`config.mk`:
```
export PLATFORM = sky130hd
export DESIGN_NAME = cpu_seq_ctrl
export DESIGN_NICKNAME = d
export VERILOG_FILES = /design/src/rtl/cpu_seq_ctrl.sv
export SDC_FILE = /design/constraint.sdc
export NUM_CORES = 1
export LEC_CHECK = 0
export CORE_MARGIN = 2
export CORE_UTILIZATION = 50
export DETAILED_ROUTE_END_ITERATION = 10
export MAX_ROUTING_LAYER = met4
export PLACE_DENSITY = 0.87
export SETUP_SLACK_MARGIN = 0.2
export SYNTH_ARGS = -nofsm -noshare
export SYNTH_HDL_FRONTEND = slang
export SYNTH_SLANG_ARGS = --single-unit
```
`constraint.sdc`:
```
create_clock -name CLK100MHZ -period 3.8 [get_ports CLK100MHZ]
set_clock_uncertainty 0.1 [all_clocks]
set_input_delay 0.76 -clock CLK100MHZ [delete_from_list [all_inputs] [get_ports CLK100MHZ]]
set_output_delay 0.76 -clock CLK100MHZ [all_outputs]
set_load 0.01 [all_outputs]
```
`src/rtl/cpu_seq_ctrl.sv`:
```
// Multi-cycle RV32IM sequencer: handshaked fetch/exec/mem/writeback FSM that owns
// the PC, the retired-instruction count and the writeback strobe, and halts on faults.
module cpu_seq_ctrl #(
  parameter logic [31:0] RESET_PC = 32'h0000_0000,
  parameter int unsigned TIMEOUT  = 255
) (
  input  logic        CLK100MHZ,
  input  logic        rst,
  output logic        fetch_req,
  input  logic        instr_valid,
  input  logic        is_load,
  input  logic        is_store,
  input  logic        is_muldiv,
  input  logic        rd_en,
  input  logic        taken_branch,
  input  logic [31:0] target,
  output logic        alu_start,
  input  logic        alu_done,
  output logic        mem_req,
  input  logic        mem_done,
  output logic [1:0]  stage,
  output logic        rf_we,
  output logic        retire,
  output logic [31:0] pc,
  output logic [31:0] instret,
  output logic        halted,
  output logic [1:0]  err_code
);
  // EXEC/MEM are split into entry and wait states so the start pulses last one cycle.
  typedef enum logic [2:0] {
    S_FETCH, S_EXEC, S_EXEC_WAIT, S_MEM, S_MEM_WAIT, S_WB, S_HALT
  } state_t;

  localparam logic [15:0] WAIT_LAST = 16'(TIMEOUT - 1);

  state_t      state;
  logic [15:0] wait_cnt;
  logic        misaligned;
  logic        mem_op;
  logic        waiting;
  logic        done;

  assign misaligned = taken_branch && (target[1:0] != 2'b00);
  assign mem_op     = is_load || is_store;

  always_comb begin
    waiting = 1'b0;
    done    = 1'b0;
    case (state)
      S_FETCH: begin
        waiting = 1'b1;
        done    = instr_valid;
      end
      S_EXEC: begin
        waiting = is_muldiv;
        done    = alu_done;
      end
      S_EXEC_WAIT: begin
        waiting = 1'b1;
        done    = alu_done;
      end
      S_MEM, S_MEM_WAIT: begin
        waiting = 1'b1;
        done    = mem_done;
      end
      default: ;
    endcase
  end

  assign fetch_req = !rst && (state == S_FETCH);
  assign alu_start = !rst && (state == S_EXEC) && is_muldiv;
  assign mem_req   = !rst && (state == S_MEM);
  assign retire    = !rst && (state == S_WB) && !misaligned;
  assign rf_we     = retire && rd_en;

  always_ff @(posedge CLK100MHZ) begin
    if (rst) begin
      state    <= S_FETCH;
      stage    <= 2'd0;
      pc       <= RESET_PC;
      instret  <= '0;
      wait_cnt <= '0;
      halted   <= 1'b0;
      err_code <= 2'd0;
    end else if (waiting && !done) begin
      // A done arriving on the limit cycle takes the other branch, so it wins.
      if (wait_cnt == WAIT_LAST) begin
        state    <= S_HALT;
        stage    <= 2'd0;
        halted   <= 1'b1;
        err_code <= 2'd1;
      end else begin
        wait_cnt <= wait_cnt + 16'd1;
        if (state == S_EXEC) state <= S_EXEC_WAIT;
        if (state == S_MEM)  state <= S_MEM_WAIT;
      end
    end else begin
      case (state)
        S_FETCH: begin
          state    <= S_EXEC;
          stage    <= 2'd1;
          wait_cnt <= '0;
        end
        S_EXEC, S_EXEC_WAIT: begin
          wait_cnt <= '0;
          if (mem_op) begin
            state <= S_MEM;
            stage <= 2'd2;
          end else begin
            state <= S_WB;
            stage <= 2'd3;
          end
        end
        S_MEM, S_MEM_WAIT: begin
          state    <= S_WB;
          stage    <= 2'd3;
          wait_cnt <= '0;
        end
        S_WB: begin
          wait_cnt <= '0;
          if (misaligned) begin
            state    <= S_HALT;
            stage    <= 2'd0;
            halted   <= 1'b1;
            err_code <= 2'd2;
          end else begin
            state   <= S_FETCH;
            stage   <= 2'd0;
            pc      <= taken_branch ? target : pc + 32'd4;
            instret <= instret + 32'd1;
          end
        end
        default: ;
      endcase
    end
  end
endmodule

```
# Yosys cells after proc, flatten, opt, wreduce, memory -nomap -nowiden
# Cells that the tools add are included.
[word_totals]
reg_bits = 88
inputBits = 42
out_inout_bits = 74
wordCells = 74
[op_classes]
n_addsub = 3
n_eq_ne = 9
muxes = 25
bitwise = 2
n_reduce_logical = 28
[op_table]
columns = ["operator", "count"]
rows = [
  ["$mux 16", 3],
  ["$add 32x1->32 const B", 1],
  ["$add 32x3->32 const B", 1],
  ["$mux 32", 1],
  ["$mux 3", 6],
  ["$add 16x1->16 const B", 1],
  ["$eq 16x8->1 const B", 1],
  ["$mux 2", 6],
  ["$pmux 3 s4", 1],
  ["$logic_and 1x1->1", 9],
  ["$pmux 2 s4", 1],
  ["$reduce_bool 2->1", 4],
  ["$eq 3x2->1 const B", 2],
  ["$eq 3x3->1 const B", 2],
  ["$reduce_and 2->1", 3],
  ["$reduce_and 3->1", 2],
  ["$reduce_or 6->1", 1],
  ["$mux 1", 5],
  ["$reduce_bool 5->1", 1],
  ["$ne 4x3->1 const B", 1],
  ["$reduce_or 2->1", 2],
  ["$reduce_or 4->1", 1],
  ["$eq 3x1->1 const B", 1],
  ["$logic_not 1->1", 3],
  ["other kinds (7)", 8],
]

# Longest topological paths before layout
[depth]
word_depth = 7
mapped_depth = 8
mapped_depth_nobuf = 7

# Least setup slack after synthesis
# OpenSTA, ideal clock, no wires.
[synth_timing]
path_type = "input to output"
from = "input target[0]"
to = "output rf_we"
arrival_ns = 1.786
required_ns = 2.940
path_slack_ns = 1.154
stages = 5
path_buffers = 1
path_cell_list = "o21ai_1 -> nand2_1 -> clkbuf_1 -> nor2_1 -> and2_1"
[synth_via]
elab_chain_cells = 5
[synth_lines]
columns = ["element", "line", "rtl"]
rows = [
  ["from (decl)", "16", "input logic [31:0] target,"],
  ["$reduce_bool 2->1", "43", "assign misaligned = taken_branch && (target[1:0] != 2'b00);"],
  ["$logic_and 1x1->1", "43", ""],
  ["$logic_not 1->1", "73", "assign retire = !rst && (state == S_WB) && !misaligned;"],
  ["$logic_and 1x1->1", "73", ""],
  ["net retire", "23", "output logic retire,"],
  ["$logic_and 1x1->1", "74", "assign rf_we = retire && rd_en;"],
  ["to (decl)", "22", "output logic rf_we,"],
]
# The timed path passes the listed nets, and every way through them passes these cells.

# Final worst setup path
[layout_timing]
from = "register state[0]"
to = "output rf_we"
[layout_via]
elab_chain_cells = 4
[layout_lines]
columns = ["element", "line", "rtl"]
rows = [
  ["from (decl)", "36", "state_t state;"],
  ["from (signal assigned)", "78", "state <= S_FETCH;"],
  ["from (signal assigned)", "88", "state <= S_HALT;"],
  ["from (signal assigned)", "94", "if (state == S_EXEC) state <= S_EXEC_WAIT;"],
  ["$eq 3x3->1", "73", ""],
  ["$logic_and 1x1->1 (2 in a row)", "73", ""],
  ["$logic_and 1x1->1", "74", ""],
]
# No other way between the ends.

==> results.txt <==
synthesized area -> 4850 um2
DRC marker count from the first detailed-route iteration -> 272
Post-synth EDFFs -> 0
Adder-Cell Fraction of Synth Area -> 1.03%
count of vias placed by the detailed router -> 5261
f_max -> 316 MHz
quantity of I/O buffers inserted on ports -> 115
Net Switching -> 0.806 mW
area of all placed cells without fillers -> 6260 um2
final setup violation count -> 0
count of cell types in the netlist -> 57
sum of overflow across all layers after global routing -> 0
outcome -> completed
post-placement cell area -> 6090 um2
Final GP Congestion -> 0.928
final number of max-transition violations -> 0
overall routing resource usage -> 26.7%
clock power share -> 25.7%
final period demand of the worst path -> 3160 ps
routed length per placed instance -> 15.9 um
I/O Pins -> 116
leakage power -> 1.94 nW
largest net degree at the start of global routing -> 43
main combinational cell family by area after synthesis -> simple AND/OR/NAND/NOR gates
Power per Cell Area -> 363 nW/um2
number of setup buffers added after CTS -> 0
estimated wirelength of the detail-placed design -> 9.68 mm
final wirelength -> 13.7 mm
proportion of netlist area held by the largest area contributor -> 36.3%
initial antenna violation count -> 0
CTS tree -> built
final standard cell count with taps included and fillers excluded -> 860
Bufs on Longest Clock Path -> 2
Synth Area in Simple Gates -> 31.8%
required time worst endpoint -> 2940 ps
Clock Pin Slew Worst Setup and Hold Paths -> 90 ps
placement row count -> 35
share of cells above drive strength 1 -> 6.16%
cell type with the largest total area after synthesis -> sky130_fd_sc_hd__dfxtp_1
share of async-settable or async-resettable flops after synthesis -> 0%
cts repair resizes -> 0
proportion of total power due to net switching -> 35.4%
ys flop type -> sky130_fd_sc_hd__dfxtp_1
first-pass GRT wire length -> 22.1 mm
Post-Syn Area per Cell -> 7.72 um2
design internal power -> 1.47 mW
number of hold buffers added after CTS -> 0
drt first pass iters -> 5
DIE HEIGHT -> 103 um
Layout Area Growth over Synthesis -> 29.1%
Die Area -> 10500 um2
Synth Warn # -> 0
Post-Synth XOR/XNOR Area -> 4.87%
type of the most critical hold path -> flip-flop to flip-flop
Flop pwr share -> 46.7%
clock insertion delay at the later pin of the skew report -> 360 ps
startpoint kind of the worst setup timing path -> flip-flop
remaining number of nets flagged by the antenna check after routing -> 0
via-per-instance ratio -> 6.12
via count of the first global-routing pass -> 4854
cell count after synthesis -> 629
TritonCTS buffer count -> 9
floorplan core area -> 9330 um2
unrepaired setup endpoints after global routing -> false
post-synthesis compound-gate area fraction -> 19.7%
actual slew at the worst max-slew pin -> 1110 ps
relative slew slack -> 25.2%
peak supply drop -> 0.195 mV
share of cell area taken by muxes after synthesis -> 0.825%
CTS H-tree lvls -> 3
placed cell count -> 845
proportion of power drawn by combinational gates -> 27.7%
total count of hold-check failures in the final report -> 0
final layout net count -> 773
cells taking the most area after synthesis -> sky130_fd_sc_hd__dfxtp_1, sky130_fd_sc_hd__xnor2_1, sky130_fd_sc_hd__nand2_1
sequential element share of the synthesized area -> 36.3%
type of the worst setup path -> flip-flop to output port
horizontal die dimension -> 103 um
number of synthesized register bits -> 88
crit share post-route -> 83.2%
Synthesized Nets -> 675
Critical Path Sink Type -> output port
Max FO, Critical Path -> 15
count of maximum capacitance violations -> 0
cell at the root of the clock tree -> sky130_fd_sc_hd__clkbuf_8
Sum Neg Setup Slack -> 0 ps
clk sink count -> 88
DRC errors left -> 0
CP Data Arrival Time -> 2300 ps
starting utilization of the core area -> 52.0%
Ant. Diodes -> 0
## power by group through the flow
stage          Sequential [mW]  Clock [mW]  Combinational [mW]
2_1_floorplan             1.05           0               0.436
3_3_place_gp              1.08           0               0.596
3_5_place_dp              1.08           0               0.618
4_1_cts                   1.06       0.591               0.622
6_report                  1.06       0.583               0.629
5_1_grt                   1.07       0.634               0.687
## path summary, 6_finish.rpt
path	end	slack, ps	from	cells after the start
worst max-delay path	rf_we	640	state[0]$_SDFFE_PP0P_	5
worst min-delay path	err_code[0]$_SDFFE_PP0P_	380	err_code[0]$_SDFFE_PP0P_	2
worst max register to register	stage[1]$_SDFFE_PP0P_	1170	state[1]$_SDFFE_PP0P_	6
worst min register to register	err_code[0]$_SDFFE_PP0P_	380	err_code[0]$_SDFFE_PP0P_	2
## sequential cells by signal (all words and copies together), names as in the netlist
| name | cells |
|---|---|
| instret | 32 |
| pc | 32 |
| wait_cnt | 16 |
| state | 3 |
| err_code | 2 |
| stage | 2 |
| halted | 1 |
## cell type report
| class | instances | area [um2] |
|---|---|---|
| clock inverters | 6 | 45.0 |
| clock buffers | 9 | 124 |
| flip-flops and latches | 88 | 1760 |
| multi-input cells | 474 | 2830 |
| fillers | 802 | 3060 |
| well taps | 129 | 161 |
| repair buffers | 128 | 1240 |
| inverters | 26 | 97.6 |
## cells by family after synthesis
kind of cell    Yosys count
compound gates          153
xor+xnor                 27
fa+ha+maj                 4
buf+inv                  67
flops                    88
mux                       4
simple gates            286
## Yosys cell counts (26+ instances only)
library cell	n
sky130_fd_sc_hd__xnor2_1	26
sky130_fd_sc_hd__a21oi_1	40
sky130_fd_sc_hd__clkbuf_1	31
sky130_fd_sc_hd__inv_1	26
sky130_fd_sc_hd__nand4_1	26
sky130_fd_sc_hd__o21ai_0	39
sky130_fd_sc_hd__nand3_1	30
sky130_fd_sc_hd__dfxtp_1	88
sky130_fd_sc_hd__nor2_1	53
sky130_fd_sc_hd__nor3_1	30
sky130_fd_sc_hd__nand2_1	54
## metrics by stage
step           power [mW]  setup slack (ps)  utilization, %  hold WS (ps)
2_1_floorplan        1.48              1150               -           378
5_1_grt              2.39               490            67.1           403
3_5_place_dp         1.70               647            65.3           369
4_1_cts              2.27               641            67.1           383
3_3_place_gp         1.67               671            65.3           344
6_report             2.27               638            67.1           380
## worst max-delay path, stage by stage (launching register included)
cell and delay, ps:
sky130_fd_sc_hd__dfxtp_1 630, sky130_fd_sc_hd__and3b_1 410, sky130_fd_sc_hd__nand2_1 120, sky130_fd_sc_hd__nor2_1 120, sky130_fd_sc_hd__and2_1 140, sky130_fd_sc_hd__clkdlybuf4s50_1 520
## cell usage in the layout (no fill, tap or decap), types with 3 or more instances in the layout
cell,count
sky130_fd_sc_hd__o41ai_1,3
sky130_fd_sc_hd__a21oi_1,40
sky130_fd_sc_hd__nor2_1,53
sky130_fd_sc_hd__mux2i_1,4
sky130_fd_sc_hd__a211oi_1,7
sky130_fd_sc_hd__ha_1,4
sky130_fd_sc_hd__clkinvlp_4,3
sky130_fd_sc_hd__nand4_1,26
sky130_fd_sc_hd__o211ai_1,4
sky130_fd_sc_hd__nor4_1,17
sky130_fd_sc_hd__and4_1,9
sky130_fd_sc_hd__o21ai_0,39
sky130_fd_sc_hd__or2_2,4
sky130_fd_sc_hd__inv_1,26
sky130_fd_sc_hd__clkdlybuf4s50_1,114
sky130_fd_sc_hd__or4_1,7
sky130_fd_sc_hd__clkbuf_8,9
sky130_fd_sc_hd__a31o_2,3
sky130_fd_sc_hd__xnor2_1,26
sky130_fd_sc_hd__or3_1,18
sky130_fd_sc_hd__a31oi_1,18
sky130_fd_sc_hd__dfxtp_1,88
sky130_fd_sc_hd__nand3_1,30
sky130_fd_sc_hd__nand2_1,54
sky130_fd_sc_hd__a22o_1,3
sky130_fd_sc_hd__a311oi_1,5
sky130_fd_sc_hd__and2_1,3
sky130_fd_sc_hd__and3_1,12
sky130_fd_sc_hd__a22oi_1,5
sky130_fd_sc_hd__o31ai_1,7
sky130_fd_sc_hd__nor3b_1,3
sky130_fd_sc_hd__buf_4,13
sky130_fd_sc_hd__nor3_1,30
sky130_fd_sc_hd__nand2b_1,5
sky130_fd_sc_hd__o32ai_1,3
sky130_fd_sc_hd__and4_4,3
## metal layers
metal | GRT usage [%] | vias to the layer above | routed length, um
met5 | - | - | 0
met4 | 8.21 | 0 | 245
met3 | 5.69 | 32 | 1070
met2 | 42.9 | 256 | 6580
met1 | 33.9 | 2452 | 5760
li1 | - | 2521 | -
(Power assumes the default switching activity.)
==> patch (config.mk and constraints unchanged) <==
Set the parameter `TIMEOUT` to 128 (it was 255).
--- a/src/rtl/cpu_seq_ctrl.sv
+++ b/src/rtl/cpu_seq_ctrl.sv
@@ -2,7 +2,7 @@
 // the PC, the retired-instruction count and the writeback strobe, and halts on faults.
 module cpu_seq_ctrl #(
   parameter logic [31:0] RESET_PC = 32'h0000_0000,
-  parameter int unsigned TIMEOUT  = 255
+  parameter int unsigned TIMEOUT  = 128
 ) (
   input  logic        CLK100MHZ,
   input  logic        rst,
Check against the original RTL: no difference found for any inputs over 4 cycles, from zero or initial values and one cycle with rst high; that may be too few to reach the edited logic, so the function may still have changed.
==> patch against the unedited design <==
Register-to-register slack better by 70 ps; hold slack better by 2.8 ps; wire length is 0.99% higher; design area is 0.62% higher; sequential cell count stayed put; cell count is 0.12% higher; area after synthesis is 0.80% higher; total power is 0.72% lower; first-iteration DRC count is 35% higher; setup slack worse by 84 ps; sequential share of layout area is 0.17 points lower; clock power is 16% higher.
==> patch: results (changes against the unedited design) <==
- Synth async-reset ratio: 0 (unchanged)
- Synth cell count leaders: dfxtp_1 (88), nand2_1 (60), nor2_1 (53)
- P_comb: 539 uW (-14%)
- Net Sw Frac: 0.3318 (-0.02270)
- Buffers added on ports: 115 (unchanged)
- Routed via count: 5275 (+0.27%)
- Fraction of area in registers: 0.2795 (-0.001731)
- Syn avg cell area: 7.778 um^2 (+0.80%)
- Netlist cell types: 66 (+16%)
- Non-clk bufs: 126 (-1.6%)
- VDD IR max: 0.1970 mV (+1.2%)
- Clock-cell share: 0.03216 (+0.005194)
- Syn_nets: 674 (-0.15%)
- Gp weighted congestion: 0.9378 (+1.0%)
- DP Worst Slack: 620.1 ps (-26.91 ps)
- Hpwl dp: 9708 um (+0.25%)
- Clock Buffer Count: 9 (unchanged)
- Slowest stage cell, crit path: clkdlybuf4s50_1
- Sequential share of the synthesized area: 0.3601 (-0.002878)
- Pin count of the biggest net entering global routing: 62 (+44%)
- Clk sinks: 88 (unchanged)
- Top cells by area, synth: dfxtp_1 (36%), a21oi_1 (5.3%), nand2_1 (4.6%)
- Crit path arrival time: 2390 ps (+90 ps)
- Leak: 2.006 nW (+3.3%)
- Fill cells: 810 (+1.0%)
- Final wirelength: 13790 um (+0.99%)
- R2r worst-path depth: 6 (unchanged)
- Global-route wire length before repair: 22410 um (+1.6%)
- Multi-input gate area: 0.002918 mm^2 (+3.1%)
- H-tree depth: 3 (unchanged)
- Finished Core Util: 0.6538 (-0.01768)
- Multi-input gates: 490 (+3.4%)
- Outcome: finished clean
- Layout Nets: 768 (-0.65%)
- Ratio of cells with drive above 1 in the final layout: 0.05907 (-0.002494)
- CP delay by family, top: buffers and inverters
- Inverters excl. clock: 8 (-69%)
- Hold path start: err_code[1]$_SDFFE_PP0P_
- Hold Path Stages: 2 (unchanged)
- Fin Setup TNS: 0 ps (unchanged)
- Detailed Routing Iterations Pass 1: 5 (unchanged)
- All-Layer GR Usage: 0.2690 (+0.001613)
- Slowest stage delay, CP: 580 ps (-50 ps)
- Placed Area: 0.006100 mm^2 (about the same)
- Min-Delay Endpoint: err_code[1]$_SDFFE_PP0P_
- Fin area: 0.006302 mm^2 (+0.62%)
- Crit-path max FO: 3 (-12)
- FF-to-FF End: state[1]$_SDFFE_PP0P_
- Clock share of power: 0.299 (+0.042)
- Non-clock buffering overhead: 0.1942 (-0.004398)
- Final hold slack: 383.0 ps (+2.839 ps)
- Max-Slew Margin vs Limit: 0.5888 (+0.3365)
- Vias in the first global route: 4769 (-1.8%)
- Cell Count, Final, Fillers Out: 861 (+0.12%)
- Post-CTS setup buffer count: 0 (unchanged)
- R2r setup slk: 1240 ps (+70 ps)
- Gate power share: 0.239 (-0.038)
- Initial DRC Count: 368 (+35%)
[patch: changes by cell type after synthesis, sizes merged, moves of 9 or more]
cell   delta
nor3      -9
inv      -19
a21oi    +12
xor2     +11
nand3    +12
xnor2    -15
nand4    -11
[patch: worst max path at each step]
stage / from / to / slack [ps] / cells past startpoint
after floorplan: taken_branch / rf_we / 1020 / 6
after detailed placement: target[0] / retire / 620 / 5
after global routing: target[0] / retire / 480 / 5
after CTS: target[0] / retire / 600 / 5
after global placement: target[0] / retire / 590 / 5
final: target[0] / retire / 550 / 5
[patch: logic make-up after synthesis]
logic type | synth area share
and+or+nand+nor | 0.3110
AOI/OAI and AO/OA | 0.2136
DFF | 0.3601
buffers and inverters | 0.04399
xor gates and xnor gates | 0.04118
muxes | 0.02251
adders and majority gates | 0.007673
[patch: metal layers]
metal / track usage / wire (um) / up-vias
li1: - / - / 2544
met3: 0.04814 / 896 / 24
met5: - / 0 / -
met2: 0.4216 / 6531 / 212
met1: 0.3490 / 6065 / 2495
met4: 0.09717 / 299 / 0
